**src/rtl/tri_64x72_wr_arb.sv**
```systemverilog
// tri_64x72_wr_arb: round-robin write arbiter and in-order write FIFO ahead of a 64x72 1r1w array; define TRI_WR_ARB_BYPASS_EN to forward reads from pending writes
module tri_64x72_wr_arb #(
  parameter int DEPTH = 4,
  parameter int ADDR_WIDTH = 6,
  parameter int DATA_WIDTH = 72
) (
  input  logic                     clk,
  input  logic                     sreset,
  input  logic                     req0_val,
  input  logic                     req1_val,
  output logic                     req0_rdy,
  output logic                     req1_rdy,
  input  logic [0:ADDR_WIDTH-1]    req0_adr,
  input  logic [0:ADDR_WIDTH-1]    req1_adr,
  input  logic [0:DATA_WIDTH-1]    req0_dat,
  input  logic [0:DATA_WIDTH-1]    req1_dat,
  input  logic                     wr_hold,
  input  logic                     rd_val,
  input  logic [0:ADDR_WIDTH-1]    rd_adr,
  output logic                     rd_rdy,
  output logic                     rd_dat_val,
  output logic [0:DATA_WIDTH-1]    rd_dat,
  output logic                     ary_wr_act,
  output logic [0:ADDR_WIDTH-1]    ary_wr_adr,
  output logic [0:DATA_WIDTH-1]    ary_di,
  output logic                     ary_rd0_act,
  output logic [0:ADDR_WIDTH-1]    ary_rd0_adr,
  input  logic [0:DATA_WIDTH-1]    ary_do0,
  output logic [0:$clog2(DEPTH)]   fifo_cnt,
  output logic                     fifo_empty
);
  localparam int PW = $clog2(DEPTH);
  localparam int CW = PW + 1;
  logic [ADDR_WIDTH-1:0] adr_q [DEPTH];
  logic [DATA_WIDTH-1:0] dat_q [DEPTH];
  logic [PW-1:0] head_q, tail_q;
  logic [CW-1:0] cnt_q;
  logic last_gnt, rst_q, dv_q, act, full, g0, g1, enq, hit;
`ifdef TRI_WR_ARB_BYPASS_EN
  logic hit_q;
  logic [DATA_WIDTH-1:0] byp, byp_q;
`endif
  assign act = ~sreset & ~rst_q;
  assign full = cnt_q == CW'(DEPTH);
  assign g0 = req0_val & (~req1_val | last_gnt);
  assign g1 = req1_val & (~req0_val | ~last_gnt);
  assign req0_rdy = act & ~full & g0;
  assign req1_rdy = act & ~full & g1;
  assign enq = req0_rdy | req1_rdy;
  assign fifo_cnt = act ? cnt_q : '0;
  assign fifo_empty = ~act | (cnt_q == '0);
  assign ary_wr_act = act & (cnt_q != '0) & ~wr_hold;
  assign ary_wr_adr = act ? adr_q[head_q] : '0;
  assign ary_di = act ? dat_q[head_q] : '0;
  assign ary_rd0_act = rd_val & rd_rdy;
  assign ary_rd0_adr = act ? rd_adr : '0;
  assign rd_dat_val = act & dv_q;
`ifdef TRI_WR_ARB_BYPASS_EN
  assign rd_rdy = act;
  assign rd_dat = act ? (hit_q ? byp_q : ary_do0) : '0;
`else
  assign rd_rdy = act & ~hit;
  assign rd_dat = act ? ary_do0 : '0;
`endif
  // scan pending entries oldest to newest so the newest match wins
  always_comb begin
    hit = 1'b0;
`ifdef TRI_WR_ARB_BYPASS_EN
    byp = '0;
`endif
    for (int i = 0; i < DEPTH; i++)
      if (CW'(i) < cnt_q && adr_q[head_q + PW'(i)] == rd_adr) begin
        hit = 1'b1;
`ifdef TRI_WR_ARB_BYPASS_EN
        byp = dat_q[head_q + PW'(i)];
`endif
      end
  end
  // fifo pointers, occupancy, grant history and read-valid pipeline
  always_ff @(posedge clk)
    if (sreset) begin
      head_q <= '0;
      tail_q <= '0;
      cnt_q <= '0;
      last_gnt <= 1'b1;
      rst_q <= 1'b1;
      dv_q <= 1'b0;
    end else begin
      rst_q <= 1'b0;
      head_q <= head_q + PW'(ary_wr_act);
      tail_q <= tail_q + PW'(enq);
      cnt_q <= cnt_q + CW'(enq) - CW'(ary_wr_act);
      if (enq) last_gnt <= req1_rdy;
      dv_q <= ary_rd0_act;
    end
  // fifo entry storage written at the tail by the granted requester
  always_ff @(posedge clk)
    if (enq) begin
      adr_q[tail_q] <= req0_rdy ? req0_adr : req1_adr;
      dat_q[tail_q] <= req0_rdy ? req0_dat : req1_dat;
    end
`ifdef TRI_WR_ARB_BYPASS_EN
  // capture forwarded data alongside the array read
  always_ff @(posedge clk)
    if (sreset) hit_q <= 1'b0;
    else begin
      hit_q <= ary_rd0_act & hit;
      byp_q <= byp;
    end
`endif
endmodule

```
**config.mk**
```make
export PLATFORM = sky130hd
export DESIGN_NAME = tri_64x72_wr_arb
export DESIGN_NICKNAME = d
export VERILOG_FILES = /design/src/rtl/tri_64x72_wr_arb.sv
export SDC_FILE = /design/constraint.sdc
export NUM_CORES = 1
export LEC_CHECK = 0
export ABC_AREA = 1
export CORE_AREA = 2 2 184 186
export CTS_CLUSTER_SIZE = 10
export DETAILED_ROUTE_END_ITERATION = 10
export DIE_AREA = 0 0 186 188
export PLACE_DENSITY = 0.73
export SLEW_MARGIN = 5
export SYNTH_ARGS = -nofsm -noshare
export SYNTH_HDL_FRONTEND = slang
export SYNTH_SLANG_ARGS = --single-unit
```
**constraint.sdc**
```tcl
create_clock -name clk -period 11.7 [get_ports clk]
set_input_delay 2.34 -clock clk [delete_from_list [all_inputs] [get_ports clk]]
set_output_delay 2.34 -clock clk [all_outputs]
set_load 0.03 [all_outputs]
```
==> out/results.txt <==
Crit. End Element: output port
Die area: 0.03497 mm^2
Finish-stage setup viols: 0
Status: complete, no violations
Pwr Density: 142.6 mW/mm^2
Dpl hpwl: 27620 um
Leakage: 7.533 nW
Synth Net Count: 1644
Post-route DRC: 0
Clock Power Share: 36.4%
Num CTS Buffers: 38
Clk sink count: 322
Synthesized flop and latch total: 322
Via density per instance: 5.227
Grt ovf: 0
Max-cap violation count: 0
Distinct cells, synth: 31
DIE HEIGHT: 188 um
Psw: 0.0007195 W
Post-Synthesis Cell Area: 0.01459 mm^2
Resized cells post-CTS: 0
Global-route wire length before repair: 62390 um
Cell Int Power: 0.002136 W
Least-Margin Pin Slew: 1116 ps
Wire per inst: 18.78 um
FMAX: 131.5 MHz
Clock period minus worst slack: 7602 ps
CP Launch Type: primary input
Critical hold path startpoint: last_gnt
Pin count of the biggest net entering global routing: 100
Launching point of the worst reg2reg path: cnt_q[1]
Initial core utilization: 44.07%
Slew Limit Fails: 0
Final period util: 64.98%
Most frequent cells in the layout: clkdlybuf4s50_1, nand2_1, edfxtp_1, nand3_1, nor2_1
Die width: 186 um
Type of the worst setup path: primary input to output port
Layout area overhead: 37.23%
TritonCTS clock tree: yes
RSZ-0062 raised after global routing: no
RePlAce Congestion: 0.8931
Peak VDD IR: 97.68 uV
Final layout net count: 2013
Root Driver: clkbuf_16
Number of I/O port buffers: 405
Layout cells sized above 1: 4.553%
Hold Crit Class: flip-flop to flip-flop
Sw frac: 25.20%
Worst setup path start: sreset
Slack of the critical path: 4098 ps
Synth Instances: 1397
Placement Rows: 67
Final WL: 41950 um
Avg Inst Size Synth: 10.45 um^2
Hold Vio Cnt, Final: 0
Worst-path maximum fanout: 83
# Post-CTS Setup Buffers: 0
DRT iter0 DRCs: 1102
Antenna violations before repair: 7
Setup TNS: 0 ps
Crit path arrival time: 5260 ps
Core Area: 0.03311 mm^2
Slew HR: 25.63%
Sequential share of the synthesized area: 65.57%
DP Worst Slack: 4012 ps
Clock Path Buffers: 3
Clock-pin slew on the worst setup and hold paths: 50 ps
Combinational fraction of design power: 16.5%
Hold_buf cts: 0
Yosys warning count: 0
Io pins: 406
Post-route ant nets: 0
Most common cell after layout, fill and taps aside: clkdlybuf4s50_1
Vias in the first global route: 11420
Layout Skew: 16.77 ps
Final core utilization: 60.48%
GRT Overall Usage: 23.53%
TritonRoute pass-1 iters: 6
Clk_lat worst skew: 510 ps
Reg power frac: 47.1%
H-tree levels: 2
Worst endpoint required time: 9360 ps
DR vias: 11680
-- power by group through the flow --
| stage | Combinational (W) | Clock (W) | Sequential (W) |
|---|---|---|---|
| finish | 0.000471 | 0.00104 | 0.00135 |
| global route | 0.000513 | 0.00110 | 0.00135 |
| CTS | 0.000474 | 0.00105 | 0.00135 |
| detailed placement | 0.000472 | 0 | 0.00137 |
| global placement | 0.000466 | 0 | 0.00137 |
| floorplan | 0.000262 | 0 | 0.00137 |
-- flip-flops by register name (all words and copies together) (netlist names) --
signal,flops
adr_q,24
cnt_q,3
dat_q,288
dv_q,1
head_q,2
last_gnt,1
rst_q,1
tail_q,2
-- synth_stat cells --
library cell  number  area share (%)
nand3_1          193             6.6
or2_2              1           0.043
nand3_2            2            0.14
a21oi_1            3            0.10
o21ai_2            2            0.12
a22oi_1           72             3.7
nand4_1            1           0.043
nor2_1           108             2.8
buf_1              9            0.23
inv_2              4            0.10
nand2_4            3            0.23
buf_4              7            0.36
xnor2_1            3            0.18
dfxtp_1           10             1.4
nor2_4             2            0.15
xor2_1             6            0.36
nand2_1          387              10
edfxtp_1         312              64
a31oi_1           72             3.1
o21ai_0            3            0.10
nor3_1             6            0.21
o21ai_1            4            0.14
nand2_2            2           0.086
inv_8              1           0.077
fa_1               1            0.14
buf_2             15            0.51
buf_6              5            0.39
inv_4              1           0.043
ha_1               6            0.51
clkbuf_1          55             1.4
inv_1            101             2.6
-- cell families after synthesis --
family,after synthesis,synth area share (%)
flops,322,65.57
compound gates,156,7.254
buf+inv,198,5.727
simple gates,705,20.25
xor+xnor,9,0.5402
fa+ha+maj,7,0.6516
-- per-stage QoR --
stage / std cells / power (W) / hold WS (ps) / area [um^2]
global route: 2234 / 0.002963 / 532.2 / 20030
CTS: 2227 / 0.002873 / 488.5 / 20010
finish: 2234 / 0.002856 / 479.6 / 20030
global placement: 2174 / 0.001832 / 457.4 / 18930
floorplan: 1397 / 0.001627 / 442.6 / 14590
detailed placement: 2174 / 0.001841 / 477.0 / 18930
-- worst paths after layout --
path                end  slack (ps)  cells past startpoint
min reg2reg    last_gnt         480                      2
min            last_gnt         480                      2
max          ary_di[17]        4100                      6
max reg2reg    cnt_q[2]        8550                     13
-- metal layers --
metal  routed length (um)  GRT usage, %  up-vias
met5                    0             0        -
met4                 1543         10.93        0
met3                 3240         4.447       84
met2                21460         41.25      524
met1                15700         27.75     5478
li1                     -             -     5592
-- critical path, cell delays in order --
cell and delay, ps:
clkdlybuf4s50_1 710, nor2_4 110, inv_6 510, buf_4 700, a31oi_1 210, clkdlybuf4s50_1 650
-- final cells by class --
cell class | instances | area [um^2]
well taps | 448 | 560.5
fillers | 2628 | 13090
inverters | 107 | 416.7
flip-flops and latches | 322 | 9577
clock buffers | 49 | 1013
multi-input cells | 877 | 4208
clock inverters | 4 | 66.31
repair buffers | 420 | 4167
diodes | 7 | 17.52
Power figures use the tool's default switching activity.
